--- config.mk ---
export PLATFORM = sky130hd
export DESIGN_NAME = rca_pipe_adder
export DESIGN_NICKNAME = d
export VERILOG_FILES = /design/src/rtl/rca_pipe_adder.sv
export SDC_FILE = /design/constraint.sdc
export NUM_CORES = 1
export LEC_CHECK = 0
export BUFFER_PORTS_ARGS = -buffer_cell sky130_fd_sc_hd__buf_4
export CORE_MARGIN = 2
export CORE_UTILIZATION = 55
export DETAILED_ROUTE_END_ITERATION = 10
export PLACE_DENSITY = 0.79
export RECOVER_POWER = 50
export REMOVE_ABC_BUFFERS = 1
export SLEW_MARGIN = 10
export SYNTH_ARGS = -nofsm -noshare
export SYNTH_HDL_FRONTEND = slang
export SYNTH_SLANG_ARGS = --single-unit
export TNS_END_PERCENT = 1
--- constraint.sdc ---
create_clock -name clk -period 3.64 [get_ports clk]
set_input_delay 1.092 -clock clk [delete_from_list [all_inputs] [get_ports clk]]
set_output_delay 1.092 -clock clk [all_outputs]
set_load 0.02 [all_outputs]
--- src/rtl/rca_pipe_adder.sv ---
// Pipelined segmented ripple-carry add/subtract: capture register, then one SEG-bit ripple stage per register.
// Define RCA_PIPE_OVF_EN to add the signed-overflow output ovf.
module rca_pipe_adder #(
  parameter int WIDTH = 64,
  parameter int SEG   = 16
) (
  input  logic             clk,
  input  logic             rst_n,
  input  logic             in_valid,
  output logic             in_ready,
  input  logic [WIDTH-1:0] a,
  input  logic [WIDTH-1:0] b,
  input  logic             cin,
  input  logic             sub,
  output logic             out_valid,
  input  logic             out_ready,
  output logic [WIDTH-1:0] s,
  output logic             cout
`ifdef RCA_PIPE_OVF_EN
  ,
  output logic             ovf
`endif
);

  localparam int NSTG = WIDTH / SEG;

  function automatic logic [SEG:0] seg_add(input logic [SEG-1:0] x,
                                           input logic [SEG-1:0] y,
                                           input logic           ci);
    return {1'b0, x} + {1'b0, y} + {{SEG{1'b0}}, ci};
  endfunction

  // Index 0 is the operand capture register; index k (1..NSTG) holds the result of segment k-1.
  // Operands shift right by SEG per stage so the live segment always sits in the low bits;
  // finished sum segments enter at the top and shift down into place.
  logic             vld_q [0:NSTG];
  logic             vld_d [0:NSTG];
  logic [WIDTH-1:0] opa_q [0:NSTG];
  logic [WIDTH-1:0] opa_d [0:NSTG];
  logic [WIDTH-1:0] opb_q [0:NSTG];
  logic [WIDTH-1:0] opb_d [0:NSTG];
  logic [WIDTH-1:0] sum_q [0:NSTG];
  logic [WIDTH-1:0] sum_d [0:NSTG];
  logic             cry_q [0:NSTG];
  logic             cry_d [0:NSTG];
  logic [SEG:0]     seg_w [1:NSTG];
  logic             adv;

  assign adv       = !vld_q[NSTG] || out_ready;
  assign in_ready  = adv;
  assign out_valid = vld_q[NSTG];
  assign s         = sum_q[NSTG];
  assign cout      = cry_q[NSTG];

  always_comb begin
    // capture: subtraction folds into B inversion plus a forced carry-in
    vld_d[0] = in_valid;
    opa_d[0] = a;
    opb_d[0] = sub ? ~b : b;
    sum_d[0] = '0;
    cry_d[0] = sub | cin;
    for (int k = 1; k <= NSTG; k++) begin
      // segment stage k-1
      seg_w[k] = seg_add(opa_q[k-1][SEG-1:0], opb_q[k-1][SEG-1:0], cry_q[k-1]);
      vld_d[k] = vld_q[k-1];
      opa_d[k] = opa_q[k-1] >> SEG;
      opb_d[k] = opb_q[k-1] >> SEG;
      sum_d[k] = (sum_q[k-1] >> SEG) | (WIDTH'(seg_w[k][SEG-1:0]) << (WIDTH - SEG));
      cry_d[k] = seg_w[k][SEG];
    end
  end

`ifdef RCA_PIPE_OVF_EN
  logic ovf_q;
  logic ovf_d;

  // carry into the MSB is recovered as a ^ b ^ sum at that bit
  always_comb begin
    ovf_d = opa_q[NSTG-1][SEG-1] ^ opb_q[NSTG-1][SEG-1] ^ seg_w[NSTG][SEG-1] ^ seg_w[NSTG][SEG];
  end

  always_ff @(posedge clk or negedge rst_n) begin
    if (!rst_n) begin
      ovf_q <= 1'b0;
    end else if (adv) begin
      ovf_q <= ovf_d;
    end
  end

  assign ovf = ovf_q;
`endif

  always_ff @(posedge clk or negedge rst_n) begin
    if (!rst_n) begin
      for (int k = 0; k <= NSTG; k++) begin
        vld_q[k] <= 1'b0;
        opa_q[k] <= '0;
        opb_q[k] <= '0;
        sum_q[k] <= '0;
        cry_q[k] <= 1'b0;
      end
    end else if (adv) begin
      for (int k = 0; k <= NSTG; k++) begin
        vld_q[k] <= vld_d[k];
        opa_q[k] <= opa_d[k];
        opb_q[k] <= opb_d[k];
        sum_q[k] <= sum_d[k];
        cry_q[k] <= cry_d[k];
      end
    end
  end

endmodule

==> impl_metrics.csv <==
group,metric,value,unit
clock_tree,cts_setup_buffers,0,
outcome,violations,"capacitance limit, slew limit",
clock_tree,cts_hold_buf,0,
setup_path,cp_slowest_cell,"clkbuf_1",
setup_path,required,4070,ps
power,p_leak,0.0128,uW
floorplanning,rows,72,
route,drtIter0Drc,1038,
synthesis,synth_area_leaders,"dfrtp_1 (57%), nand2_1 (21%), xnor2_1 (3.7%)",
clock_tree,cts_tree,"built",
timing,fin_worst_skew,23.9,ps
placement,hpwlAfterDp,28400,um
timing,layout_setup_ws,565,ps
timing,hold_viol_final,0,
layout,layout-drive-gt1-share,11.7,%
grt,grt_pass1_vias,15745,
power,p_int,14600,uW
power,p_seq_share,39.6,%
timing,drv_slew,107,
route,antenna_left,0,
setup_path,cp.buffers_inverters,4,
power,clkPwrFrac,22.0,%
synthesis,synth_area,21300,um^2
job,drv_cap,1,
timing,slew_headroom,-16.3,%
clock_tree,cts.sinks,490,
power,power_switching,8820,uW
timing,finalSetupViolCount,0,
placement,gp_congestion,0.915,
synthesis,synth_top_area_share,57.4,%
synthesis,ys_types,55,
timing,period_needed,3070,ps
synthesis,async_flop_share,100,%
floorplanning,dieHeight,201,um
route,top_layer,"met4",
layout,layout.nets,2747,
layout,area_growth,16.8,%
layout,fill_cells,3129,
clock_tree,clockBufferDepth,3,
clock_tree,path_clk_slew,60,ps
route,wl_met3,2630,um
min_path,hold_path_depth,2,
route,vias,15987,
clock_tree,numCtsBuffers,50,
timing,max_freq,325,MHz
synthesis,synth_cells,2394,
setup_path,end_kind,"flip-flop",
synthesis,avgSynthCellArea,8.92,um^2
clock_tree,clock-root-buffer,"clkbuf_16",
outcome,status,"complete, but fails checks",
synthesis,synth_area_leader_cell,"dfrtp_1",
route,drt-met1-wl,19300,um
synthesis,ys_ff_latch,490,
synthesis,ys_warn_count,0,
setup_path,path_cells,"clkbuf_1 -> nor2b_4 -> clkbuf_1 -> buf_4 -> buf_4 -> o21ai_0",
setup_path,reg2reg_depth,9,
route,dr_wl_met2,20500,um
floorplanning,die_w,201,um
power,share_comb_of_total_power,38.4,%
grt,antenna_found_initial,0,
grt,grt_max_degree,204,
grt,overflow,0,
synthesis,synth_edf_count,0,
route,routed_wl,43500,um
floorplanning,initial_core_util,55.5,%
grt,grt_pass1_wl,74900,um
setup_path,critical_path.top_delay_family,"buffers and inverters",
placement,pre_cts_ws,628,ps
min_path,holdCritPathClass,"flip-flop to flip-flop",
grt,track_usage,22.1,%
setup_path,path_class,"primary input to flip-flop",
power,cellPowerDensity,941,nW/um^2
floorplanning,ios,201,
route,routed_via_density,5.16,
power,peakVddDrop,0.527,mV
setup_path,cp.arrival,3510,ps
route,wl_per_cell,14.0,um
floorplanning,fp.dieArea,40400,um^2
timing,finalCritPeriodShare,84.5,%
setup_path,worstSetupPathDepth,6,
clock_tree,clk_latency,580,ps
setup_path,critPathMaxStageDelay,950,ps
route,drc,0,
timing,setup_tns,0,ps
clock_tree,cts_max_level,2,
timing,tightest_slew,1740,ps
timing,rsz0062_at_grt,"no",
setup_path,crit_fanout,72,
synthesis,synthFlopType,"dfrtp_1",
clock_tree,cts_resized,0,
placement,port_buffers,200,
floorplanning,coreArea,38500,um^2
synthesis,yosysSeqAreaShare,57.4,%
route,first_pass_iters,8,
setup_path,startpoint_type,"primary input",
layout,diodes,0,
power,swShare,37.6,%
[power by group through the flow]
stage	sequential (uW)	clock, uW	combinational, uW
3_3_place_gp	9260	0	8580
3_5_place_dp	9340	0	8980
4_1_cts	9290	5280	9060
2_1_floorplan	8560	0	4150
6_report	9280	5160	9000
5_1_grt	9570	5490	10200
[worst paths after layout]
| path | from | end | slack [ps] |
|---|---|---|---|
| max | out_ready | opb_d[203] | 570 |
| min | vld_d[0] | vld_d[0] | 460 |
| max reg2reg | opa_q[128] | sum_q[126] | 690 |
| min reg2reg | vld_d[0] | vld_d[0] | 460 |
| max in group asynchronous | rst_n | opb_q[262] | 880 |
| min in group asynchronous | rst_n | opb_d[68] | 970 |
[through the flow]
stage	util (%)	instance area [um^2]	total power [uW]	hold WS, ps	instances
3_5_place_dp	60.6	23300	18300	449	3011
3_3_place_gp	60.6	23300	17800	448	3011
6_report	64.8	24900	23500	458	3101
2_1_floorplan	-	20900	12700	430	2274
5_1_grt	64.8	24900	25300	483	3101
4_1_cts	64.9	25000	23600	463	3101
[layout make-up]
class                   count  area, um^2  area share [%]
multi-input cells        1770        8580            34.4
inverters                  14        60.1           0.241
well taps                 518         648            2.60
clock inverters            14         178           0.713
clock buffers              76        1490            5.98
flip-flops and latches    490       12300            49.2
repair buffers            219        1710            6.86
[layer usage]
metal  up-vias  GRT usage, %
li1       7895             -
met1      7634          30.7
met2       384          35.6
met3        74          3.93
met4         0          6.90
met5         -             0
[cells in the final DEF, fill, tap and decap left out, drive strengths merged, types with 3 or more instances in the layout]
master,instances
a211oi,11
a21o,25
a21oi,66
a31oi,6
and3,3
buf,210
bufinv,4
clkbuf,85
clkinv,8
dfrtp,490
fa,8
ha,60
inv,16
nand2,1216
nand2b,6
nand3,8
nand4,5
nor2,57
nor2b,4
nor3,7
o21a,6
o21ai,116
o21bai,9
o31ai,7
xnor2,89
xor2,21
[cell families after synthesis]
kind of cell,share of synthesized area [%]
AND/OR/NAND/NOR,23.9
flip-flops,57.4
AO/OA/AOI/OAI,7.30
buffers and inverters,2.37
XOR/XNOR,4.51
adder cells (fa/ha/maj),4.27
multiplexers,0.199
[sequential cells by signal (all words and copies together), names as in the netlist]
name       count
s             64
cry_q          4
cout           1
out_valid      1
sum_q         96
opa_d         96
opb_q         64
opa_q         64
vld_d          4
opb_d         96
[worst min-delay path, stage by stage, from the launching register on]
cell	delay (ps)
dfrtp_1	340
nand2_1	50
nand2_1	50
[cells in the mapped netlist (7+ instances only)]
cell type	n
inv_1	13
clkbuf_1	109
nor2_1	57
fa_1	8
o21ai_0	113
buf_1	8
nand2_1	1216
ha_1	60
a21oi_1	65
a21o_1	25
nand3_1	8
o21bai_1	9
a211oi_1	11
xnor2_1	89
xor2_1	21
dfrtp_1	490
nor3_1	7
(Power assumes the default switching activity.)
